===== config.mk =====
export PLATFORM = sky130hd
export DESIGN_NAME = key_debounce
export DESIGN_NICKNAME = d
export VERILOG_FILES = /design/src/rtl/key_debounce_pkg.sv /design/src/rtl/sync_2ff.sv /design/src/rtl/key_debounce.sv
export SDC_FILE = /design/constraint.sdc
export NUM_CORES = 1
export LEC_CHECK = 0
export CORE_ASPECT_RATIO = 1.1
export CORE_MARGIN = 2
export CORE_UTILIZATION = 30
export CTS_CLUSTER_SIZE = 16
export DETAILED_ROUTE_END_ITERATION = 10
export PLACE_DENSITY = 0.52
export SLEW_MARGIN = 20
export SYNTH_ARGS = -nofsm -noshare
export SYNTH_HDL_FRONTEND = slang
export SYNTH_SLANG_ARGS = --single-unit

===== constraint.sdc =====
create_clock -name clk -period 2.3 [get_ports clk]
set_clock_uncertainty 0.1 [all_clocks]
set_input_delay 0.46 -clock clk [delete_from_list [all_inputs] [get_ports clk]]
set_output_delay 0.46 -clock clk [all_outputs]
set_load 0.02 [all_outputs]

===== src/rtl/key_debounce_pkg.sv =====
// ---------------------------------------------------------------------------
// key_debounce_pkg
// Shared types and constants for the push-button debouncer.
//   debounce_state_t        : filter FSM states (STABLE, COUNTING)
//   DEFAULT_DEBOUNCE_CYCLES : 20 ms of stable input at 50 MHz
//   KEY_PRESSED / KEY_RELEASED : active-low key levels
// ---------------------------------------------------------------------------
package key_debounce_pkg;

    typedef enum logic {
        STABLE   = 1'b0,
        COUNTING = 1'b1
    } debounce_state_t;

    localparam int   DEFAULT_DEBOUNCE_CYCLES = 1000000;
    localparam logic KEY_PRESSED             = 1'b0;
    localparam logic KEY_RELEASED            = 1'b1;

endpackage


===== src/rtl/sync_2ff.sv =====
// ---------------------------------------------------------------------------
// sync_2ff
// Two-flop synchroniser that brings an asynchronous level into the clk
// domain. Both flops load RESET_VALUE on a synchronous active-low reset.
// Used for any asynchronous input, not only keys.
// Ports:
//   clk   : system clock, rising edge
//   reset : synchronous, active-low reset
//   d     : asynchronous input level
//   q     : synchronised level (two clocks of latency)
// ---------------------------------------------------------------------------
module sync_2ff #(
    parameter logic RESET_VALUE = 1'b0
) (
    input  logic clk,
    input  logic reset,
    input  logic d,
    output logic q
);

    logic meta;

    // The first flop may go metastable; the second gives it a full clock
    // period to resolve before anything downstream looks at it.
    always_ff @(posedge clk) begin
        if (!reset) begin
            meta <= RESET_VALUE;
            q    <= RESET_VALUE;
        end else begin
            meta <= d;
            q    <= meta;
        end
    end

endmodule


===== src/rtl/key_debounce.sv =====
// ---------------------------------------------------------------------------
// key_debounce
// Single-channel push-button debouncer. The raw key level is synchronised
// and key_out only follows it once the synchronised level has differed from
// key_out for DEBOUNCE_CYCLES consecutive clocks. Keys are active-low.
// Optional feature macro: KEY_DEBOUNCE_EDGE_EN adds key_press / key_release
// single-cycle pulses, registered alongside key_out.
// Ports:
//   clk         : system clock, rising edge
//   reset       : synchronous, active-low reset
//   key_in      : raw asynchronous button level (0 = pressed)
//   key_out     : debounced, registered level
//   key_press   : (KEY_DEBOUNCE_EDGE_EN) pulse when key_out goes 1->0
//   key_release : (KEY_DEBOUNCE_EDGE_EN) pulse when key_out goes 0->1
// ---------------------------------------------------------------------------
module key_debounce
    import key_debounce_pkg::*;
#(
    parameter int   DEBOUNCE_CYCLES = DEFAULT_DEBOUNCE_CYCLES,
    parameter logic IDLE_LEVEL      = KEY_RELEASED
) (
    input  logic clk,
    input  logic reset,
    input  logic key_in,
    output logic key_out
`ifdef KEY_DEBOUNCE_EDGE_EN
    ,
    output logic key_press,
    output logic key_release
`endif
);

    localparam int             CNT_W      = $clog2(DEBOUNCE_CYCLES) + 1;
    localparam logic [CNT_W-1:0] CNT_LAST = CNT_W'(DEBOUNCE_CYCLES - 1);
    localparam logic [CNT_W-1:0] CNT_ONE  = CNT_W'(1);

    logic             sync2;
    logic [CNT_W-1:0] counter;
    debounce_state_t  state;

    // Synchroniser starts at the idle level so a reset never looks like a
    // key event to the filter.
    sync_2ff #(
        .RESET_VALUE (IDLE_LEVEL)
    ) u_sync (
        .clk   (clk),
        .reset (reset),
        .d     (key_in),
        .q     (sync2)
    );

    // Filter FSM. STABLE waits for the synchronised level to disagree with
    // key_out; COUNTING requires that disagreement to persist for
    // DEBOUNCE_CYCLES consecutive clocks (the entering cycle counts as 1).
    // Any agreeing cycle during COUNTING is a bounce and drops back to
    // STABLE, so the count restarts on the next disagreeing cycle.
    always_ff @(posedge clk) begin
        if (!reset) begin
            state       <= STABLE;
            counter     <= '0;
            key_out     <= IDLE_LEVEL;
`ifdef KEY_DEBOUNCE_EDGE_EN
            key_press   <= 1'b0;
            key_release <= 1'b0;
`endif
        end else begin
`ifdef KEY_DEBOUNCE_EDGE_EN
            key_press   <= 1'b0;
            key_release <= 1'b0;
`endif
            case (state)
                STABLE: begin
                    if (sync2 != key_out) begin
                        counter <= CNT_ONE;
                        state   <= COUNTING;
                    end else begin
                        counter <= '0;
                    end
                end
                COUNTING: begin
                    if (sync2 == key_out) begin
                        counter <= '0;
                        state   <= STABLE;
                    end else if (counter == CNT_LAST) begin
                        key_out <= sync2;
                        counter <= '0;
                        state   <= STABLE;
`ifdef KEY_DEBOUNCE_EDGE_EN
                        key_press   <= (sync2 == KEY_PRESSED);
                        key_release <= (sync2 == KEY_RELEASED);
`endif
                    end else begin
                        counter <= counter + CNT_ONE;
                    end
                end
                default: begin
                    counter <= '0;
                    state   <= STABLE;
                end
            endcase
        end
    end

endmodule


# Word-level counts from Yosys, hierarchy flattened
# Cells that the tools add are included.
[totals] ff_bits=25 elab_cells=20
[classes] n_addsub=1 n_eq_ne=3 muxes=8 bitwise=2 n_reduce_logical=1
[op_table] operator="2-to-1 mux 21 bit" n=2
[op_table] operator="one-hot mux 21 bit (2 select lines)" n=1
[op_table] operator="adder 21 x 1 -> 21 bit, second input constant" n=1
[op_table] operator="equality test 21 x 20 -> 1 bit, second input constant" n=1
[op_table] operator="2-to-1 mux 1 bit" n=4
[op_table] operator="AND reduction 3 bit" n=1
[op_table] operator="inverter 1 bit" n=2
[op_table] operator="one-hot mux 1 bit (2 select lines)" n=1
[op_table] operator="equality test 1 bit" n=1
[op_table] operator="!= test 1 bit" n=1

# Depth between registers and ports, before layout
# Gate-level depths: netlist (run 1).
[logic_depth] depth_word=4 depth_mapped=6

# Modules after synthesis
# From an unflattened synthesis (run 1), not the netlist that was laid out.
[hier_totals] cells_unflattened=121 area_unflattened_um2=1138.6
[by_module_without_submodules] mod="key_debounce" n_inst=1 cells_each=117 area_each_um2=1086.0 seq_area_each_um2=460.4
[by_module_without_submodules] mod="sync_2ff" n_inst=1 cells_each=4 area_each_um2=52.6 seq_area_each_um2=40.0

# Least setup slack after synthesis (run 1)
# No wires, ideal clock.
[synth_timing] kind="flip-flop to flip-flop" start="reg counter[6]" end="reg key_out" setup_time_ps=120 arrival_time_ps=1802 path_slack_ps=278 path_stages_with_launch=5 n_path_buf=0 synth_period_minus_slack_ps=2022 cell_sequence="dfxtp_1 -> or4b_1 -> or4_4 -> o31a_1 -> a211o_1"
[synth_via] elab_chain_cells=2
[synth_lines] item="from (decl)" line="key_debounce.sv:38" source="logic [CNT_W-1:0] counter;"
[synth_lines] item="from (signal assigned)" line="key_debounce.sv:93" source="counter <= counter + CNT_ONE;"
[synth_lines] item="equality test 21 x 20 -> 1 bit" line="key_debounce.sv:84" source="end else if (counter == CNT_LAST) begin"
[synth_lines] item="AND reduction 3 bit (no line)"
[synth_lines] item="to (signal assigned)" line="key_debounce.sv:85" source="key_out <= sync2;"
[synth_lines] item="to (decl)" line="key_debounce.sv:25" source="output logic key_out"
# No other way between the ends.
# A chain may end at the register's enable or synchronous reset.

# Worst setup path in the final report (run 1)
[layout_timing] start="reg counter[9]" end="reg key_out"
# The elaborated chain is that of the path after synthesis.

==> metrics, run 1 <==
starting density of the core 0.307; CTS Buffer Depth 2; Site Rows 23; die width 61.8 um; share of power burned in the clock network 0.366; final core occ 0.350; Syn Area/Cell 8.97 um2; Psw 0.000137 W; core area 3600 um2; Max Fclk 470 MHz; placed wire-length estimate 1560 um; die height 67.6 um; Async S/R FF share, synth 0; CTS resizes 0; Yosys top cell area share 0.454; Cell Area, Synth 1100 um2; DRT Pass-1 Iters 4; ANT nets after route 0; post-synthesis sequential area ratio 0.454; total track usage 0.118; initial antenna violation count 0; worst IR drop on VDD 0.299 mV; IO Pins 4; CP max-delay cell or4_4; area overhead of the layout relative to synthesis 13.9%; Yosys warning total 0; Yosys top cell by area dfxtp_1; WL final 2140 um; largest net degree at the start of global routing 15; Crit path largest cell delay 0.47 ns; Top delay family on crit path simple AND/OR/NAND/NOR gates; top_reg_cell synth dfxtp_1; synthesized instance count 123; Critical Path RT 2.36 ns; # diodes 0; Final period util 0.924; fraction of layout cells with a size suffix above 1 0.0692; crit end category flip-flop; CTS buffer count 3; vias in the first global route 851; critical path, cell by cell or4b_1, or4_4, o31a_1, a211o_1; Die ar. 4180 um2; Slew HR 0.764; crit path DAT 2.18 ns; crit-path max FO 5; synth top area cells dfxtp_1 45%, xnor2_1 7.1%, nor2_1 6.5%, xor2_1 4.8%, nand4_1 4.0%; Int Power 0.000564 W; setup violators final 0; clk slew on worst S/H paths 0.09 ns; Root Buffer clkbuf_8; hold buffer count at cts 0; min Tclk post-route 2.13 ns; EDFF count, synth 0; final setup TNS 0 ns; Final Hold Vio Count 0; kind of critical path reg -> reg; status finished clean; switch share 0.196; count of cell types in the netlist 31; flop and latch count out of synthesis 25; crit path buf inv count 0; PD cells 558 nW/um2; 1st-iter DRT viols 31; # port buffers 3; Least-Margin Pin Slew 0.352 ns; Clock Sink Count 25; most common cell after layout, fill and taps aside dfxtp_1; CTS tree built; global-route wire length before repair 3710 um; Hold WC Path Type reg -> reg; Clock Latency Late Sink 0.26 ns; postcts setup bufs 0; total grt overflow 0; fin nets 135; GPL Wtd Cong 0.706; syn_nets 127; vias post-DR 876; max-cap violations 0; Setup crit start kind flip-flop; DRC 0; Comb power frac 0.012; Sequential Power Share 0.622; final slew viol count 0; H-tree depth 1; most frequent cells in the layout 25 x dfxtp_1, 19 x nor2_1, 9 x xnor2_1, 7 x nand4_1; Via density 4.87; leakage power total 0.352 nW; RSZ-0062 raised after global routing no; Routed WL per cell 11.9 um
[per-stage QoR]
step                hold slack, ns  std cells  total power, W  cell area (um2)  setup slack, ns
finish                       0.316        180        0.000701             1260            0.175
global route                 0.348        180        0.000728             1260            0.122
CTS                          0.321        180        0.000708             1260            0.194
detailed placement           0.300        176        0.000455             1210            0.207
global placement             0.291        176        0.000455             1210            0.226
floorplan                    0.286        123        0.000450             1100            0.278
[worst paths after layout]
| path | from | to | slack (ns) | depth (start not counted) |
|---|---|---|---|---|
| hold reg to reg | u_sync.meta | u_sync.q | 0.32 | 1 |
| setup reg to reg | counter[9] | key_out | 0.17 | 4 |
| setup / recovery | counter[9] | key_out | 0.17 | 4 |
| hold / removal | u_sync.meta | u_sync.q | 0.32 | 1 |
[power by group through the flow]
stage	registers, W	logic [W]	clock network (W)
finish	0.000436	0.00000849	0.000256
global route	0.000437	0.00000976	0.000282
CTS	0.000436	0.00000855	0.000263
detailed placement	0.000447	0.00000846	0
floorplan	0.000446	0.00000361	0
global placement	0.000447	0.00000831	0
[cell usage after synthesis, drive strengths merged, types with 3 or more instances]
| cell | number |
|---|---|
| a21oi | 4 |
| and3 | 3 |
| dfxtp | 25 |
| inv | 6 |
| nand2 | 6 |
| nand3 | 6 |
| nand4 | 7 |
| nor2 | 19 |
| nor3 | 4 |
| nor4 | 4 |
| or3 | 3 |
| or4 | 3 |
| xnor2 | 9 |
| xor2 | 6 |
[worst reg2reg max path, stage by stage, from the launching register on]
cell and delay (ns):
dfxtp_1 0.42, or4b_1 0.46, or4_4 0.47, o31a_1 0.30, a211o_1 0.26
[registers in the layout, indices dropped and copies added (netlist names)]
signal and count:
counter 21, u_sync.meta 1, state 1, key_out 1
u_sync.q 1
[area by class of cell]
type | instances | area, um2
sequential | 25 | 500
inverter | 6 | 22.5
multi-input combinational | 90 | 569
timing repair buffer | 5 | 57.6
fill | 397 | 2340
tap | 50 | 62.6
clock buffer | 4 | 45.0
[cells by family after synthesis]
| kind of cell | count (synthesis) | share of synthesized area |
|---|---|---|
| XOR/XNOR | 15 | 0.119 |
| flip-flops | 25 | 0.454 |
| adder cells (fa/ha/maj) | 1 | 0.0113 |
| AO/OA/AOI/OAI | 13 | 0.0896 |
| AND/OR/NAND/NOR | 61 | 0.296 |
| buffers and inverters | 8 | 0.0306 |
[metal layers]
layer | vias up | GRT usage | routed length, um
li1 | 453 | - | -
met1 | 413 | 0.151 | 1020
met2 | 8 | 0.197 | 1050
met3 | 2 | 0.0230 | 31
met4 | 0 | 0.0399 | 36
met5 | - | 0 | 0
(Power assumes the default switching activity.)
==> run 2: changes to the inputs <==
--- a/config.mk
+++ b/config.mk
@@ -8,6 +8,7 @@
 export CORE_ASPECT_RATIO = 1.1
 export CORE_MARGIN = 2
 export CORE_UTILIZATION = 30
+export CTS_CLUSTER_DIAMETER = 120
 export CTS_CLUSTER_SIZE = 16
 export DETAILED_ROUTE_END_ITERATION = 10
 export PLACE_DENSITY = 0.52
==> results of run 2 <==
The final DEF is identical to that of run 1; final timing and power are the same.
==> run 3: changes to the inputs <==
--- a/config.mk
+++ b/config.mk
@@ -5,12 +5,14 @@
 export SDC_FILE = /design/constraint.sdc
 export NUM_CORES = 1
 export LEC_CHECK = 0
+export ABC_AREA = 1
 export CORE_ASPECT_RATIO = 1.1
 export CORE_MARGIN = 2
 export CORE_UTILIZATION = 30
 export CTS_CLUSTER_DIAMETER = 120
 export CTS_CLUSTER_SIZE = 16
 export DETAILED_ROUTE_END_ITERATION = 10
+export MAX_ROUTING_LAYER = met4
 export PLACE_DENSITY = 0.52
 export SLEW_MARGIN = 20
 export SYNTH_ARGS = -nofsm -noshare
==> run 3 against run 2 <==
Final cell count rose by 41%; total power rose by 1.1%; clock-buffer cell count fell by 1; setup slack improved by 0.16 ns; combinational power fell by 9.9%.
==> metrics, run 3 <==
# diodes 0 (unchanged); final slew viol count 0 (unchanged); hold path depth 2 (+1); DRT Pass-1 Iters 4 (unchanged); R2R Path End counter[12]; crit end category flip-flop; fin cells 253 (+41%); core area 4020 um2 (+12%); flop and latch count out of synthesis 25 (unchanged); total grt overflow 0 (unchanged); Die ar. 4810 um2 (+15%); multi-input logic area 667 um2 (+17%); RSZ-0062 raised after global routing no; ANT nets after route 0 (unchanged); vias post-DR 1146 (+31%); syn_nets 200 (+57%); global-route wire length before repair 4710 um (+27%); hold buffer count at cts 0 (unchanged); leakage power total 0.407 nW (+16%); PD cells 507 nW/um2 (-9.1%); Hold Path Origin u_sync.meta; die height 72.5 um (+7.2%); Clock Sink Count 25 (unchanged); flop2flop setup slack 0.33 ns (+0.16 ns); Slew HR 0.740 (-0.0236); Max Fclk 509 MHz (+8.1%); die width 66.3 um (+7.2%); largest net degree at the start of global routing 21 (+6); # port buffers 3 (unchanged); placed wire-length estimate 2050 um (+31%); CTS resizes 0 (unchanged); min Tclk post-route 1.97 ns (-0.160 ns); Least-Margin Pin Slew 0.388 ns (+0.0367 ns); WL final 2670 um (+25%); initial antenna violation count 0 (unchanged); starting density of the core 0.318 (+0.0113); EDFF count, synth 0 (unchanged); synthesized instance count 196 (+59%); Final period util 0.855 (-0.0694); post-synthesis sequential area ratio 0.391 (-0.0625); CTS tree built; CTS buffer count 3 (unchanged); fraction of layout cells with a size suffix above 1 0.0498 (-0.0195); 1st-iter DRT viols 75 (+140%); area overhead of the layout relative to synthesis 9.29%; Via density 4.53 (-6.9%); Clock Latency Late Sink 0.27 ns (about the same); crit path DAT 2.02 ns (-0.16 ns); status finished clean; Yosys top cell area share 0.391 (-0.0625); kind of critical path reg -> reg; most frequent cells in the layout 54 x nand2_1, 42 x nor2_1, 25 x dfxtp_1, 23 x inv_1, 13 x nand3_1; Worst Setup SP counter[0]; final setup TNS 0 ns (unchanged); vias in the first global route 1078 (+27%); fin nets 206 (+53%); Async S/R FF share, synth 0 (unchanged); Syn Area/Cell 6.53 um2 (-27%); top_reg_cell synth dfxtp_1; H-tree depth 1 (unchanged); Setup crit start kind flip-flop; Root Buffer clkbuf_8; Hold WC Path Type reg -> reg; Hold Path Sink u_sync.q; Placed Cells 249 (+41%); crit-path max FO 20 (+15); Yosys top cell by area dfxtp_1; Site Rows 24 (+4.3%); register area 500 um2 (unchanged); Routed WL per cell 10.5 um (-11%); largest register by flop count counter; fill count 457 (+15%); most common cell after layout, fill and taps aside nand2_1; count leader, synth nand2_1; count of cell types in the netlist 17 (-45%); R2R Path Start counter[0]; post-place setup slack 0.293 ns (+0.0855 ns); total track usage 0.132 (+0.0134); synth top area cells dfxtp_1 39%, nand2_1 16%, nor2_1 12%, inv_1 6.7%, nand3_1 5.1%; max-cap violations 0 (unchanged); Yosys warning total 0 (unchanged); r2r worst-path depth 8 (+4); worst IR drop on VDD 0.308 mV (+2.9%); Critical Path RT 2.35 ns (about the same); setup violators final 0 (unchanged); setup ws final 0.334 ns (+0.160 ns); Final Hold Vio Count 0 (unchanged); postcts setup bufs 0 (unchanged); GPL Wtd Cong 0.859 (+22%); DRC 0 (unchanged); clk slew on worst S/H paths 0.09 ns (about the same); max FFs per register 21 (unchanged); IO Pins 4 (unchanged); most instantiated cells after synthesis 54 x nand2_1, 42 x nor2_1, 25 x dfxtp_1; Cell Area, Synth 1280 um2 (+16%); CTS Buffer Depth 2 (unchanged)
[run 3: final cells by class]
cell class	count	area share
Multi-Input combinational cell	145	0.477
Sequential cell	25	0.358
Inverter	24	0.0644
Tap cell	52	0.0465
Clock buffer	3	0.0295
Timing Repair Buffer	3	0.0215
Clock inverter	1	0.00358
[run 3: critical path, cell delays in order, from the launching register on]
cell	delay [ns]
dfxtp_1	0.43
ha_1	0.30
nand2_1	0.12
nor2_4	0.19
inv_2	0.07
nor2_1	0.11
nand3b_1	0.12
nand2_2	0.33
nor2_1	0.09
[run 3: power by group]
group | switching, W | total [W] | internal (W)
combinational | 0.00000322 | 0.00000765 | 0.00000443
sequential | 0.00000184 | 0.000437 | 0.000435
clock | 0.000143 | 0.000264 | 0.000121
total | 0.000148 | 0.000709 | 0.000561
[run 3: kinds of logic (layout without fill, tap and decap cells)]
kind of cell,Yosys count,after routing,share of synthesized area
AND/OR/NAND/NOR,121,121,0.398
buffers and inverters,26,31,0.0880
flip-flops,25,25,0.391
AO/OA/AOI/OAI,15,15,0.0586
XOR/XNOR,8,8,0.0547
adder cells (fa/ha/maj),1,1,0.00977
[run 3: worst max-delay path by stage]
stage / slack [ns] / to / depth (start not counted)
global route: 0.14 / counter[12] / 8
floorplan: 0.73 / counter[9] / 9
global placement: 0.32 / counter[13] / 8
detailed placement: 0.29 / counter[12] / 8
CTS: 0.29 / counter[12] / 8
finish: 0.33 / counter[12] / 8
[run 3: stage by stage]
step	total power, W	cell area [um2]	hold WS, ns	util
floorplan	0.000450	1280	0.280	-
CTS	0.000721	1400	0.312	0.348
finish	0.000709	1400	0.307	0.348
global placement	0.000455	1350	0.294	0.336
detailed placement	0.000455	1350	0.289	0.336
global route	0.000743	1400	0.331	0.348
[run 3: per-layer routing]
metal | global-route usage | vias to the layer above | wire length [um]
met5 | - | - | 0
met4 | 0.0408 | 0 | 29
met3 | 0.0326 | 4 | 69
met2 | 0.214 | 14 | 1280
met1 | 0.160 | 511 | 1290
li1 | - | 617 | -
